$ cat config.mk
export PLATFORM = sky130hd
export DESIGN_NAME = keypoint_buffer
export DESIGN_NICKNAME = d
export VERILOG_FILES = /design/src/rtl/keypoint_buffer.sv
export SDC_FILE = /design/constraint.sdc
export NUM_CORES = 2
export LEC_CHECK = 0
export CAP_MARGIN = 15
export CORE_MARGIN = 2
export CORE_UTILIZATION = 56
export DETAILED_ROUTE_END_ITERATION = 8
export PLACE_DENSITY = 0.74
export SLEW_MARGIN = 20
export SYNTH_ARGS = -nofsm -noshare
export SYNTH_HDL_FRONTEND = slang
export SYNTH_SLANG_ARGS = --single-unit
$ cat constraint.sdc
create_clock -name i_clk -period 4.59 [get_ports i_clk]
set_clock_uncertainty 0.05 [all_clocks]
set_input_delay 0.918 -clock i_clk [delete_from_list [all_inputs] [get_ports i_clk]]
set_output_delay 0.918 -clock i_clk [all_outputs]
set_load 0.02 [all_outputs]
$ cat src/rtl/keypoint_buffer.sv
// keypoint_buffer: per-frame keypoint FIFO between the FAST detector and its
// consumer. Collects keypoints between frame start/end pulses, caps them at
// MAX_KP, counts overflow drops and signals when the frame has fully drained.
// Head entry is first-word-fall-through.
// Optional build macro KP_SCORE_FILTER_EN adds i_score_th; keypoints scoring
// below it are discarded without being counted.
module keypoint_buffer #(
  parameter int DEPTH  = 64,
  parameter int MAX_KP = 500
) (
  input  logic        i_clk,
  input  logic        i_rst_n,
  input  logic        i_start,
  input  logic        i_end,
  input  logic        i_flag,
  input  logic [9:0]  i_coordinate_X,
  input  logic [9:0]  i_coordinate_Y,
  input  logic [7:0]  i_score,
  input  logic [11:0] i_cos,
  input  logic [11:0] i_sin,
`ifdef KP_SCORE_FILTER_EN
  input  logic [7:0]  i_score_th,
`endif
  input  logic        i_ready,
  output logic        o_valid,
  output logic [9:0]  o_coordinate_X,
  output logic [9:0]  o_coordinate_Y,
  output logic [7:0]  o_score,
  output logic [11:0] o_cos,
  output logic [11:0] o_sin,
  output logic [9:0]  o_count,
  output logic [15:0] o_drop,
  output logic        o_busy,
  output logic        o_frame_done
);

  localparam int AW = $clog2(DEPTH);

  typedef enum logic [1:0] {IDLE, COLLECT, DRAIN} state_t;

  state_t      state, state_nxt;
  logic        done_nxt;
  logic [AW:0] wr_ptr, rd_ptr;
  logic [51:0] mem [DEPTH];
  logic [51:0] head;
  logic        empty, full, kp_ok, below_cap, wr_en, drop_en, pop;
  logic [AW-1:0] wr_idx;

  // Pointers carry a wrap bit: equal -> empty, equal index with differing wrap -> full.
  assign empty = (wr_ptr == rd_ptr);
  assign full  = (wr_ptr[AW] != rd_ptr[AW]) && (wr_ptr[AW-1:0] == rd_ptr[AW-1:0]);

`ifdef KP_SCORE_FILTER_EN
  assign kp_ok = i_flag && (i_score >= i_score_th);
`else
  assign kp_ok = i_flag;
`endif

  // A start flushes first, so a coincident keypoint always lands in slot 0.
  assign below_cap = (o_count < 10'(MAX_KP));
  assign wr_en   = kp_ok && (i_start || (state == COLLECT && !full && below_cap));
  assign drop_en = kp_ok && !i_start && (state == COLLECT) && (full || !below_cap);
  assign wr_idx  = i_start ? '0 : wr_ptr[AW-1:0];

  assign o_valid = (state != IDLE) && !empty;
  assign pop     = o_valid && i_ready;
  assign o_busy  = (state != IDLE);

  // Head fields read straight from memory; forced to zero while idle.
  assign head = (state == IDLE) ? 52'd0 : mem[rd_ptr[AW-1:0]];
  assign {o_coordinate_X, o_coordinate_Y, o_score, o_cos, o_sin} = head;

  // Next-state logic; start restarts the frame from any state.
  always_comb begin
    state_nxt = state;
    done_nxt  = 1'b0;
    if (i_start) begin
      state_nxt = COLLECT;
    end else begin
      case (state)
        IDLE:    state_nxt = IDLE;
        COLLECT: if (i_end) state_nxt = DRAIN;
        DRAIN:   if (empty) begin
                   state_nxt = IDLE;
                   done_nxt  = 1'b1;
                 end
        default: state_nxt = IDLE;
      endcase
    end
  end

  // State register and the registered frame-done pulse.
  always_ff @(posedge i_clk or negedge i_rst_n) begin
    if (!i_rst_n) begin
      state        <= IDLE;
      o_frame_done <= 1'b0;
    end else begin
      state        <= state_nxt;
      o_frame_done <= done_nxt;
    end
  end

  // FIFO pointers and per-frame counters; start flushes and clears them.
  always_ff @(posedge i_clk or negedge i_rst_n) begin
    if (!i_rst_n) begin
      wr_ptr  <= '0;
      rd_ptr  <= '0;
      o_count <= '0;
      o_drop  <= '0;
    end else if (i_start) begin
      rd_ptr  <= '0;
      wr_ptr  <= wr_en ? (AW+1)'(1) : '0;
      o_count <= wr_en ? 10'd1 : 10'd0;
      o_drop  <= '0;
    end else begin
      if (wr_en) begin
        wr_ptr  <= wr_ptr + (AW+1)'(1);
        o_count <= o_count + 10'd1;
      end
      if (pop) rd_ptr <= rd_ptr + (AW+1)'(1);
      if (drop_en && o_drop != 16'hFFFF) o_drop <= o_drop + 16'd1;
    end
  end

  // Entry storage; contents are not reset, the pointers make them invisible.
  always_ff @(posedge i_clk) begin
    if (wr_en) mem[wr_idx] <= {i_coordinate_X, i_coordinate_Y, i_score, i_cos, i_sin};
  end

endmodule

==> out/metrics.yaml <==
crit_family: "buffers and inverters"
relSlewSlack: 0.238
finalPower_mw: 68.0
ys_seq_area_frac: 0.781
grt_usage: 0.325
dieArea_um2: 235000
die_x_um: 485
path_max_fanout: 26
start_util: 0.563
layout-drive-gt1-share: 0.357
hold_viol_final: 0
top_layer_used: "met5"
dr_total_vias: 68616
port_buffers: 138
dr.pass1.iters: 5
wire_per_inst_um: 40.6
ys_seq_elements: 3371
setup_viol: 30
fin_crit_sh: 1.04
worst_pin_slew_ps: 1140
vias_per_cell: 7.16
syn2layout_area_growth_pct: 18.6
ir_drop_v: 0.000449
path_clk_slew_ps: 60
drc_errors: 0
crit_buf_inv: 7
syn-cell-area_um2: 129000
ys_warn_count: 0
numCtsBuffers: 334
startpoint_type: "register"
io_pins: 139
grt_max_degree: 66
antenna_found_initial: 25
crit_slowest_cell: "dfrtp_4"
critPathCaptureType: "primary output"
coreArea_um2: 230000
layout_setup_ws_ps: -170
cp_slowest_stage_delay_ps: 600
leakage_nw: 47.2
max-clock-path-buffers: 4
wl_met3_um: 55800
nets: 6374
wl_um: 389000
cts.sinks: 3371
rsz0062_at_grt: "true"
hold_path_class: "input pin to register"
status: "finished, violations left"
ys_types: 66
worstSetupPathType: "register to primary output"
grt_pass1_vias: 67583
synth_nets: 5642
synthCells: 5580
max_freq_ghz: 0.210
gp_congestion: 0.826
final-max-slew-violation-count: 0
fp.dieH_um: 485
cts_max_level: 5
instances_no_fill: 9581
avgSynthCellArea_um2: 23.2
drt_iter0_markers: 11976
wl_met2_um: 184000
clock_latency_ps: 950
cts_tree: "yes"
root_buffer: "clkbuf_16"
hold_slack_ps: 216
ys.flop_type: "edfxtp_1"
async_flop_share: 0.0128
ant_nets: 0
grt_overflow: 0
cp_data_arrival_time_ps: 3790
synth_edf_count: 3328
drt-met1-wl_um: 125000
rows: 176
crit_required_ps: 3620
crit_top_cell: "buf_12"
violations: "setup timing"
drv_cap: 0
crit_chain: "buf_12 > nor2b_4 > buf_12 > buf_4 > buf_12 > a221o_1 > buf_12 > o31ai_1 > buf_4 > buf_12"
pre_cts_ws_ps: 52.2
fin_crit_ps: 4760
dp_hpwl_um: 191000
grt_pass1_wl_um: 528000
cellPowerDensity_nw_per_um2: 443
dp_cells: 8776
metrics by stage:
| stage | utilization | instance area [um2] | TNS (ps) |
|---|---|---|---|
| 6_report | 0.668 | 153000 | -2450 |
| 3_3_place_gp | 0.599 | 138000 | -94.1 |
| 4_1_cts | 0.659 | 152000 | -2350 |
| 3_5_place_dp | 0.599 | 138000 | 0 |
| 2_1_floorplan | - | 129000 | -33410 |
| 5_1_grt | 0.667 | 153000 | -3830 |
kinds of logic after synthesis:
| family | share of synthesized area |
|---|---|
| XOR/XNOR | 0.000812 |
| AND/OR/NAND/NOR | 0.0106 |
| AO/OA/AOI/OAI | 0.0242 |
| flip-flops | 0.781 |
| buffers and inverters | 0.0129 |
| multiplexers | 0.170 |
| adder cells (fa/ha/maj) | 0.000387 |
sequential cells by signal, summed over array words and instances (netlist names):
name / count
wr_ptr: 7
rd_ptr: 7
o_drop: 16
state: 2
o_frame_done: 1
o_count: 10
mem: 3328
cell usage in the layout (no fill, tap or decap), drive strengths merged, types with 17 or more instances in the layout:
cell type / count
clkbuf: 412
bufbuf: 23
o22ai: 91
o21ai: 45
a211oi: 22
a21oi: 19
o31ai: 34
nand3: 18
edfxtp: 3328
bufinv: 23
mux4: 812
o221ai: 54
a221o: 41
nor2: 130
dfrtp: 43
nor2b: 23
nor3: 17
clkdlybuf4s50: 31
nand2: 35
clkinv: 127
mux2i: 245
a2111oi: 36
buf: 651
mux2: 116
power breakdown:
group          leakage, nW  switching (mW)  total (mW)  internal, mW
clock network         4.95            11.4        26.1          14.8
registers             30.5          0.0386        33.9          33.9
logic                 11.8            3.80        7.95          4.15
total                 47.2            15.2        68.0          52.8
worst paths after layout:
| check | cells past startpoint | slack (ps) | from | endpoint |
|---|---|---|---|---|
| worst max-delay path | 10 | -170 | rd_ptr[2] | o_cos[3] |
| worst min-delay path | 1 | 220 | i_cos[3] | mem[47][15] |
| worst max register to register | 12 | 160 | rd_ptr[1] | mem[37][41] |
| worst min register to register | 2 | 470 | o_count[8] | o_count[8] |
| max in group asynchronous | 3 | 3140 | i_rst_n | rd_ptr[4] |
| min in group asynchronous | 2 | 480 | i_rst_n | o_drop[12] |
layer usage:
layer / vias to the layer above / GRT usage
met1: 35647 / 0.430
met2: 6202 / 0.511
met4: 12 / 0.151
met5: - / 0
met3: 1228 / 0.0850
li1: 25527 / -
timing repair:
action                     CTS  global route
pin swaps                   38            55
hold buffers                 1             0
setup buffers               85            90
cloned                      48             9
hold endpoints to repair    27             0
setup endpoints to repair   53            52
gates resized for setup    424           168
cell usage after synthesis (all sizes together) (4+ instances only):
| library cell | instances | share of area |
|---|---|---|
| a221oi | 13 | 0.00093 |
| mux2 | 116 | 0.010 |
| and3 | 11 | 0.00053 |
| a22oi | 6 | 0.00035 |
| or4 | 9 | 0.00052 |
| clkbuf | 109 | 0.0032 |
| a211oi | 22 | 0.0013 |
| nand4 | 12 | 0.00068 |
| nand2 | 35 | 0.0010 |
| o221ai | 54 | 0.0037 |
| a21oi | 19 | 0.00073 |
| a2111oi | 36 | 0.0028 |
| o22ai | 91 | 0.0044 |
| mux4 | 812 | 0.14 |
| a31o | 12 | 0.00081 |
| nor2b | 23 | 0.0011 |
| nand3 | 18 | 0.00070 |
| buf | 216 | 0.0096 |
| nand3b | 5 | 0.00029 |
| xor2 | 9 | 0.00061 |
| a22o | 16 | 0.0011 |
| a221o | 41 | 0.0032 |
| dfrtp | 43 | 0.0083 |
| nand2b | 7 | 0.00034 |
| o31ai | 34 | 0.0020 |
| nor3b | 4 | 0.00023 |
| o21ai | 45 | 0.0017 |
| nor3 | 17 | 0.00066 |
| nor2 | 130 | 0.0038 |
| ha | 4 | 0.00039 |
| mux2i | 245 | 0.019 |
| edfxtp | 3328 | 0.77 |
final cells by class:
cell class | count | area (um2)
sequential | 3371 | 101000
fill | 13487 | 76400
multi-input combinational | 1880 | 29000
timing repair buffer | 720 | 9530
clock buffer | 401 | 8750
tap | 3026 | 3790
clock inverter | 163 | 1350
antenna | 15 | 37.5
inverter | 5 | 23.8
Power figures use the tool's default switching activity.
